### config.mk
export PLATFORM = sky130hd
export DESIGN_NAME = results_receiver
export DESIGN_NICKNAME = d
export VERILOG_FILES = /design/src/rtl/results_receiver.sv
export SDC_FILE = /design/constraint.sdc
export NUM_CORES = 1
export LEC_CHECK = 0
export BUFFER_PORTS_ARGS = -buffer_cell sky130_fd_sc_hd__buf_2
export CAP_MARGIN = 20
export CORE_MARGIN = 2
export CORE_UTILIZATION = 52
export DETAILED_ROUTE_END_ITERATION = 8
export PLACE_DENSITY_LB_ADDON = 0.2
export SKIP_CTS_REPAIR_TIMING = 1
export SLEW_MARGIN = 20
export SYNTH_ARGS = -nofsm -noshare
export SYNTH_HDL_FRONTEND = slang
export SYNTH_SLANG_ARGS = --single-unit
### constraint.sdc
create_clock -name sys_clk -period 2.1 [get_ports sys_clk]
set_input_delay 0.315 -clock sys_clk [delete_from_list [all_inputs] [get_ports sys_clk]]
set_output_delay 0.315 -clock sys_clk [all_outputs]
set_load 0.02 [all_outputs]
### src/rtl/results_receiver.sv
// Receive side of the correlator result link: reassembles 48 UART bytes into six
// 64-bit sums and publishes them as one atomic frame, with an inter-byte timeout.
module results_receiver #(
    parameter int TIMEOUT_CYCLES = 100000
) (
    input  logic        sys_clk,
    input  logic        sys_rst,
    input  logic        valid,
    input  logic [7:0]  Byte_in,
    input  logic        clear,
    output logic [63:0] sum_x_2,
    output logic [63:0] sum_y_2,
    output logic [63:0] sum_xy,
    output logic [63:0] sum_xy90,
    output logic [63:0] sum_y90_2,
    output logic [63:0] sum_y_y90,
    output logic        frame_valid,
    output logic        frame_err,
    output logic        busy,
    output logic [5:0]  byte_idx
);

    localparam int               CNT_W    = (TIMEOUT_CYCLES > 1) ? $clog2(TIMEOUT_CYCLES) : 1;
    localparam logic [CNT_W-1:0] CNT_LAST = CNT_W'(TIMEOUT_CYCLES - 1);
    localparam logic [5:0]       LAST_IDX = 6'd47;

    typedef enum logic [1:0] {
        S_IDLE,
        S_RECV,
        S_COMMIT
    } state_t;

    state_t           r_state;
    state_t           w_next_state;
    logic [63:0]      r_shift;
    logic [63:0]      r_shadow [6];
    logic [63:0]      r_sums   [6];
    logic [5:0]       r_byte_idx;
    logic [CNT_W-1:0] r_timer;
    logic             r_frame_valid;
    logic             r_frame_err;

    logic             w_accept;
    logic             w_timeout;
    logic             w_commit;
    logic [63:0]      w_word;

    // Words arrive MSB byte first, so each new byte enters at the bottom.
    assign w_word   = {r_shift[55:0], Byte_in};
    assign w_commit = (r_state == S_COMMIT);

    // NOTE: every signal gets a default before the case so no path leaves one unassigned (no latches).
    always_comb begin
        w_next_state = r_state;
        w_accept     = 1'b0;
        w_timeout    = 1'b0;
        if (clear) begin
            w_next_state = S_IDLE;
        end else begin
            unique case (r_state)
                S_IDLE: begin
                    if (valid) begin
                        w_accept     = 1'b1;
                        w_next_state = S_RECV;
                    end
                end
                S_RECV: begin
                    if (valid) begin
                        w_accept = 1'b1;
                        if (r_byte_idx == LAST_IDX) begin
                            w_next_state = S_COMMIT;
                        end
                    end else if (r_timer == CNT_LAST) begin
                        w_timeout    = 1'b1;
                        w_next_state = S_IDLE;
                    end
                end
                S_COMMIT: begin
                    if (valid) begin
                        w_accept     = 1'b1;
                        w_next_state = S_RECV;
                    end else begin
                        w_next_state = S_IDLE;
                    end
                end
                default: w_next_state = S_IDLE;
            endcase
        end
    end

    // NOTE: sequential state uses non-blocking assignments so every register samples pre-edge values.
    always_ff @(posedge sys_clk or negedge sys_rst) begin
        if (!sys_rst) begin
            r_state <= S_IDLE;
        end else begin
            r_state <= w_next_state;
        end
    end

    always_ff @(posedge sys_clk or negedge sys_rst) begin
        if (!sys_rst) begin
            // NOTE: the shadow and output arrays are small register files, reset explicitly so a
            // reset always leaves an all-zero frame visible.
            for (int i = 0; i < 6; i++) begin
                r_shadow[i] <= '0;
                r_sums[i]   <= '0;
            end
            r_shift       <= '0;
            r_byte_idx    <= '0;
            r_timer       <= '0;
            r_frame_valid <= 1'b0;
            r_frame_err   <= 1'b0;
        end else begin
            r_frame_valid <= w_commit;
            r_frame_err   <= w_timeout;

            // Publish happens even if clear arrives in the commit cycle.
            if (w_commit) begin
                for (int i = 0; i < 6; i++) begin
                    r_sums[i] <= r_shadow[i];
                end
            end

            if (clear || w_timeout) begin
                for (int i = 0; i < 6; i++) begin
                    r_shadow[i] <= '0;
                end
                r_shift    <= '0;
                r_byte_idx <= '0;
                r_timer    <= '0;
            end else if (w_accept) begin
                r_shift <= w_word;
                if (r_byte_idx[2:0] == 3'd7) begin
                    r_shadow[r_byte_idx[5:3]] <= w_word;
                end
                r_byte_idx <= (r_byte_idx == LAST_IDX) ? 6'd0 : r_byte_idx + 6'd1;
                r_timer    <= '0;
            end else if (r_state == S_RECV) begin
                if (r_timer != '1) begin
                    r_timer <= r_timer + CNT_W'(1);
                end
            end else begin
                r_timer <= '0;
            end
        end
    end

    assign sum_x_2     = r_sums[0];
    assign sum_y_2     = r_sums[1];
    assign sum_xy      = r_sums[2];
    assign sum_xy90    = r_sums[3];
    assign sum_y90_2   = r_sums[4];
    assign sum_y_y90   = r_sums[5];
    assign frame_valid = r_frame_valid;
    assign frame_err   = r_frame_err;
    assign busy        = (r_state == S_RECV);
    assign byte_idx    = r_byte_idx;

endmodule

## Word-level counts from Yosys, hierarchy flattened

Index checks and enable logic that the tools add are counted.

- $add $sub $neg: 2
- $lt $le $gt $ge: 2
- Equal/unequal tests: 10
- Multiplexer cells: 29
- Bitwise operators: 1
- Reductions and logical operators: 8

Operator list:

| operator | count |
|---|---|
| $mux 384 | 3 |
| $bwmux 384 | 1 |
| $demux 64 s3 | 1 |
| $mux 56 | 2 |
| $mux 17 | 4 |
| $mux 64 | 1 |
| $mux 6 | 3 |
| $add 17x1->17 const B | 1 |
| $eq 17x17->1 const B | 1 |
| $ne 17x17->1 const B | 1 |
| $mux 2 | 5 |
| $mux 1 | 8 |
| $ne 4x3->1 const B | 2 |
| $add 6x1->6 const B | 1 |
| $eq 6x6->1 const B | 1 |
| $pmux 2 s3 | 1 |
| $ge 4x4->1 const B | 1 |
| $lt 4x1->1 const B | 1 |
| $ne 4x1->1 const B | 1 |
| $not 3->4 | 1 |
| $reduce_bool 2->1 | 2 |
| $eq 3x3->1 const B | 1 |
| $ne 3x3->1 const B | 1 |
| $reduce_and 3->1 | 1 |
| 7 further kinds | 7 |

- Bits in registers: 851
- Bits of input ports: 12
- Output and inout bits: 393
- Word-level logic and storage cells: 70

## Longest topological paths before layout

- Word-level depth: 9
- Depth in mapped cells: 8
- Gate-level depth less buffers: 8

## Worst setup path before layout

Ideal clock, no wire load.

- Path kind: register to register
- From: register r_timer[9]
- To: register r_timer[15]
- Library setup time: 0.078 ns
- Arrival: 2.209 ns
- Data required time: 2.022 ns
- Path slack: -0.186 ns
- Stages on the path, launching flop included: 9
- Path buffers: 0
- Period minus slack after synthesis: 2.286 ns
- Cells stage by stage: dfrtp_1 and3_1 nand4_1 nor3_1 ha_1 nand3b_1 or3_1 or4_1 a21oi_1

- Longest elaborated chain between the ends: 7
- Elaborated cells on any way between the ends: 13
- Those cells by class: 1 x add/sub; 3 x eq/ne; 8 x mux; 1 x reduce/logical

RTL lines:

| element | RTL line | source |
|---|---|---|
| from (decl) | 39 | `logic [CNT_W-1:0] r_timer;` |
| from (signal assigned) | 140 | `r_timer <= r_timer + CNT_W'(1);` |
| branches (longest 7 deep; another with $add 17x1->17) | -- |  |

Several ways; the timed one is not identified. The select of a mux whose other input is x is not followed.
A chain may end at the register's enable or synchronous reset.

## Final worst setup path

- From: register r_timer[8]
- To: register r_timer[15]

The elaborated chain is that of the path after synthesis.

==> flow_metrics.env <==
export IMPL_worst_r2r_setup_slack_ns=0.02
export IMPL_r2r_start="r_timer[8]"
export IMPL_utilization_pct=63.0
export IMPL_post_layout_nonfiller_instances=4678
export IMPL_diodes=0
export IMPL_library_cell_with_the_largest_summed_area_after_synthesis="dfrtp_1"
export IMPL_leakage_uw=0.0211
export IMPL_area_growth_syn_to_layout_pct=20.0
export IMPL_post_synth_fa_ha_maj_area_fraction_pct=0.152
export IMPL_gr_total_overflow=0
export IMPL_outcome="finished, final reports clean"
export IMPL_r2r_end="r_timer[15]"
export IMPL_synth_cell_types=44
export IMPL_post_synth_simple_gate_area_pct=20.9
export IMPL_number_of_flops_mapped_to_enable_cells_by_yosys=0
export IMPL_via_count=25994
export IMPL_drt_vias_per_instance=5.56
export IMPL_slew_headroom_pct=58.2
export IMPL_worst_hold_startpoint="valid"
export IMPL_synth_yosys_warnings=0
export IMPL_clock_insertion_delay_worst_skew_ns=0.63
export IMPL_post_syn_nets=3415
export IMPL_maxSlewViolCount=0
export IMPL_vdd_drop_max_v=0.000512
export IMPL_dp_cells=4508
export IMPL_cts_reportedPaths_clkPinSlew_ns=0.06
export IMPL_number_of_hold_violations_in_the_final_report=0
export IMPL_post_dp_hpwl_um=59100
export IMPL_cts_root_to_sink_buffers=3
export IMPL_grt_pass1_vias=24881
export IMPL_fin_nets=3785
export IMPL_initial_utilization_pct=52.5
export IMPL_rsz0062_at_grt="true"
export IMPL_crit_path_start="r_timer[8]"
export IMPL_detailedRoute_firstIterationViolations=2979
export IMPL_mostFrequentLayoutCells="nand2_1, dfrtp_1, buf_2"
export IMPL_number_of_placement_rows=92
export IMPL_cp_endpoint="r_timer[15]"
export IMPL_cts_tree="yes"
export IMPL_fill_cells=5232
export IMPL_fp_dieArea_um2=65400
export IMPL_max_cap_violations=0
export IMPL_syn_area_per_cell_um2=9.70
export IMPL_worst_hold_slack_ns=0.0322
export IMPL_finalSetupTns_ns=0
export IMPL_rr_worst_depth=8
export IMPL_cts_made_buffers=85
export IMPL_drive_gt1_share_pct=18.8
export IMPL_replace_congestion=0.829
export IMPL_yosys_top_cells_area="dfrtp_1, nand2_1, a22oi_1, nor2_1, a21oi_1"
export IMPL_synth_top_family_by_area="simple AND/OR/NAND/NOR gates"
export IMPL_htree_num_levels=3
export IMPL_pre_antenna_drt_iters=6
export IMPL_timing_critical_path_from_type="flop"
export IMPL_routedWlPerCell_um=20.2
export IMPL_die_h_um=256
export IMPL_final_common_cell="nand2_1"
export IMPL_dominantRegCellSynth="dfrtp_1"
export IMPL_core_area_um2=62900
export IMPL_achievable_frequency_mhz=482
export IMPL_final_period_utilization_pct=98.8
export IMPL_wl_um=94700
export IMPL_worst_slew_pin_transition_ns=0.627
export IMPL_post_synth_mux_area_share_pct=0.0607
export IMPL_crit_required_ns=2.65
export IMPL_criticalPathCategory="flop to flop"
export IMPL_synth_top_area_share_pct=64.6
export IMPL_post_synthesis_compound_gate_area_fraction_pct=9.72
export IMPL_pin_count=405
export IMPL_final_antenna_net_count=0
export IMPL_pin_count_of_the_biggest_net_entering_global_routing=122
export IMPL_chipWidth_um=256
export IMPL_wire_length_of_the_first_global_routing_pass_um=145000
export IMPL_library_cell_used_as_clock_root_buffer="clkbuf_16"
export IMPL_syn_area_um2=33000
export IMPL_ys_ff_latch=851
export IMPL_worstPathArrival_ns=2.63
export IMPL_synthXorXnorAreaFrac_pct=0.292
export IMPL_buffer_ports_inserted=404
export IMPL_synth_cells=3399
export IMPL_yosysSeqAreaShare_pct=64.6
export IMPL_drc=0
export IMPL_power_per_cell_area_nw_per_um2=808
export IMPL_worst_hold_path_type="input pin to flop"
export IMPL_period_minus_slack_ns=2.08
export IMPL_critPathCaptureType="flop"
export IMPL_final_setup_viol_count=0
export IMPL_clock_sinks=851
export IMPL_antenna_found_initial=2
export IMPL_gr_usage_all_layers_pct=28.0
export IMPL_synthArstFlopShare_pct=100
export IMPL_timing_clock_skew_ns=0.0241
export IMPL_crit_path_max_fanout=4
[worst min-delay path by stage]
stage,cells after the start,slack [ns],end
after global routing,2,0.02,r_state[1]
after CTS,1,-0.40,sum_y90_2[58]
after detailed placement,1,0.25,sum_y90_2[58]
after global placement,1,0.25,sum_y_2[62]
after floorplan,0,0.02,byte_idx[0]
final,3,0.03,r_state[0]
[logic make-up after synthesis]
family,count (synthesis)
multiplexers,2
flip-flops,851
buffers and inverters,284
AO/OA/AOI/OAI,463
AND/OR/NAND/NOR,1784
adder cells (fa/ha/maj),4
XOR/XNOR,11
[registers in the layout, summed over array words and instances, names as in the netlist, 17 cells and up]
name	count
r_shadow	384
sum_x_2	64
sum_xy90	64
sum_xy	64
sum_y90_2	64
sum_y_2	64
sum_y_y90	64
r_shift	56
r_timer	17
[critical path: stages, from the launching register on]
cell      delay [ns]
dfrtp_1         0.40
and3_4          0.19
nand4_1         0.10
nor3_1          0.07
ha_2            0.17
nand3b_1        0.17
or3_4           0.36
or4_4           0.42
a21oi_2         0.12
[power breakdown]
group / leakage (uW) / internal (uW) / total (uW) / switching, uW
clock: 0.00130 / 8320 / 14600 / 6270
combinational: 0.00788 / 253 / 885 / 631
sequential: 0.0119 / 16400 / 16500 / 73.5
[metrics by stage]
stage | total power (uW) | area [um^2] | setup slack (ns)
6_report | 32000 | 39600 | 0.0249
5_1_grt | 32900 | 39600 | -0.0379
4_1_cts | 32100 | 39100 | -0.0654
3_5_place_dp | 17600 | 36400 | -0.0375
3_3_place_gp | 17600 | 36400 | 0.00482
2_1_floorplan | 17000 | 33000 | -0.0621
[synth_stat cells, drive strengths merged, types with 5 or more instances]
master  instances
inv             6
nand2        1354
buf           131
clkbuf        147
nand3          15
o21ai           7
a21oi         104
dfrtp         851
nor2          362
xnor2           6
nand4          11
xor2            5
and3           10
a22oi         344
[layer usage]
metal | part of all wire, % | global-route usage [%] | vias to the layer above | wire [um]
li1 | - | - | 11751 | -
met1 | 44 | 41.1 | 13038 | 41400
met2 | 46 | 43.1 | 1054 | 43900
met3 | 7.3 | 4.68 | 147 | 6910
met4 | 2.7 | 8.90 | 4 | 2510
met5 | 0.029 | 0 | - | 27
[area by class of cell]
type / count / area (um^2) / share of cell area, %
Sequential cell: 851 / 21300 / 53.8
Multi-Input combinational cell: 2265 / 10400 / 26.3
Timing Repair Buffer: 560 / 4110 / 10.4
Clock buffer: 131 / 2540 / 6.42
Tap cell: 846 / 1060 / 2.67
Clock inverter: 19 / 123 / 0.310
Inverter: 6 / 30.0 / 0.0759
Power figures use the tool's default switching activity.
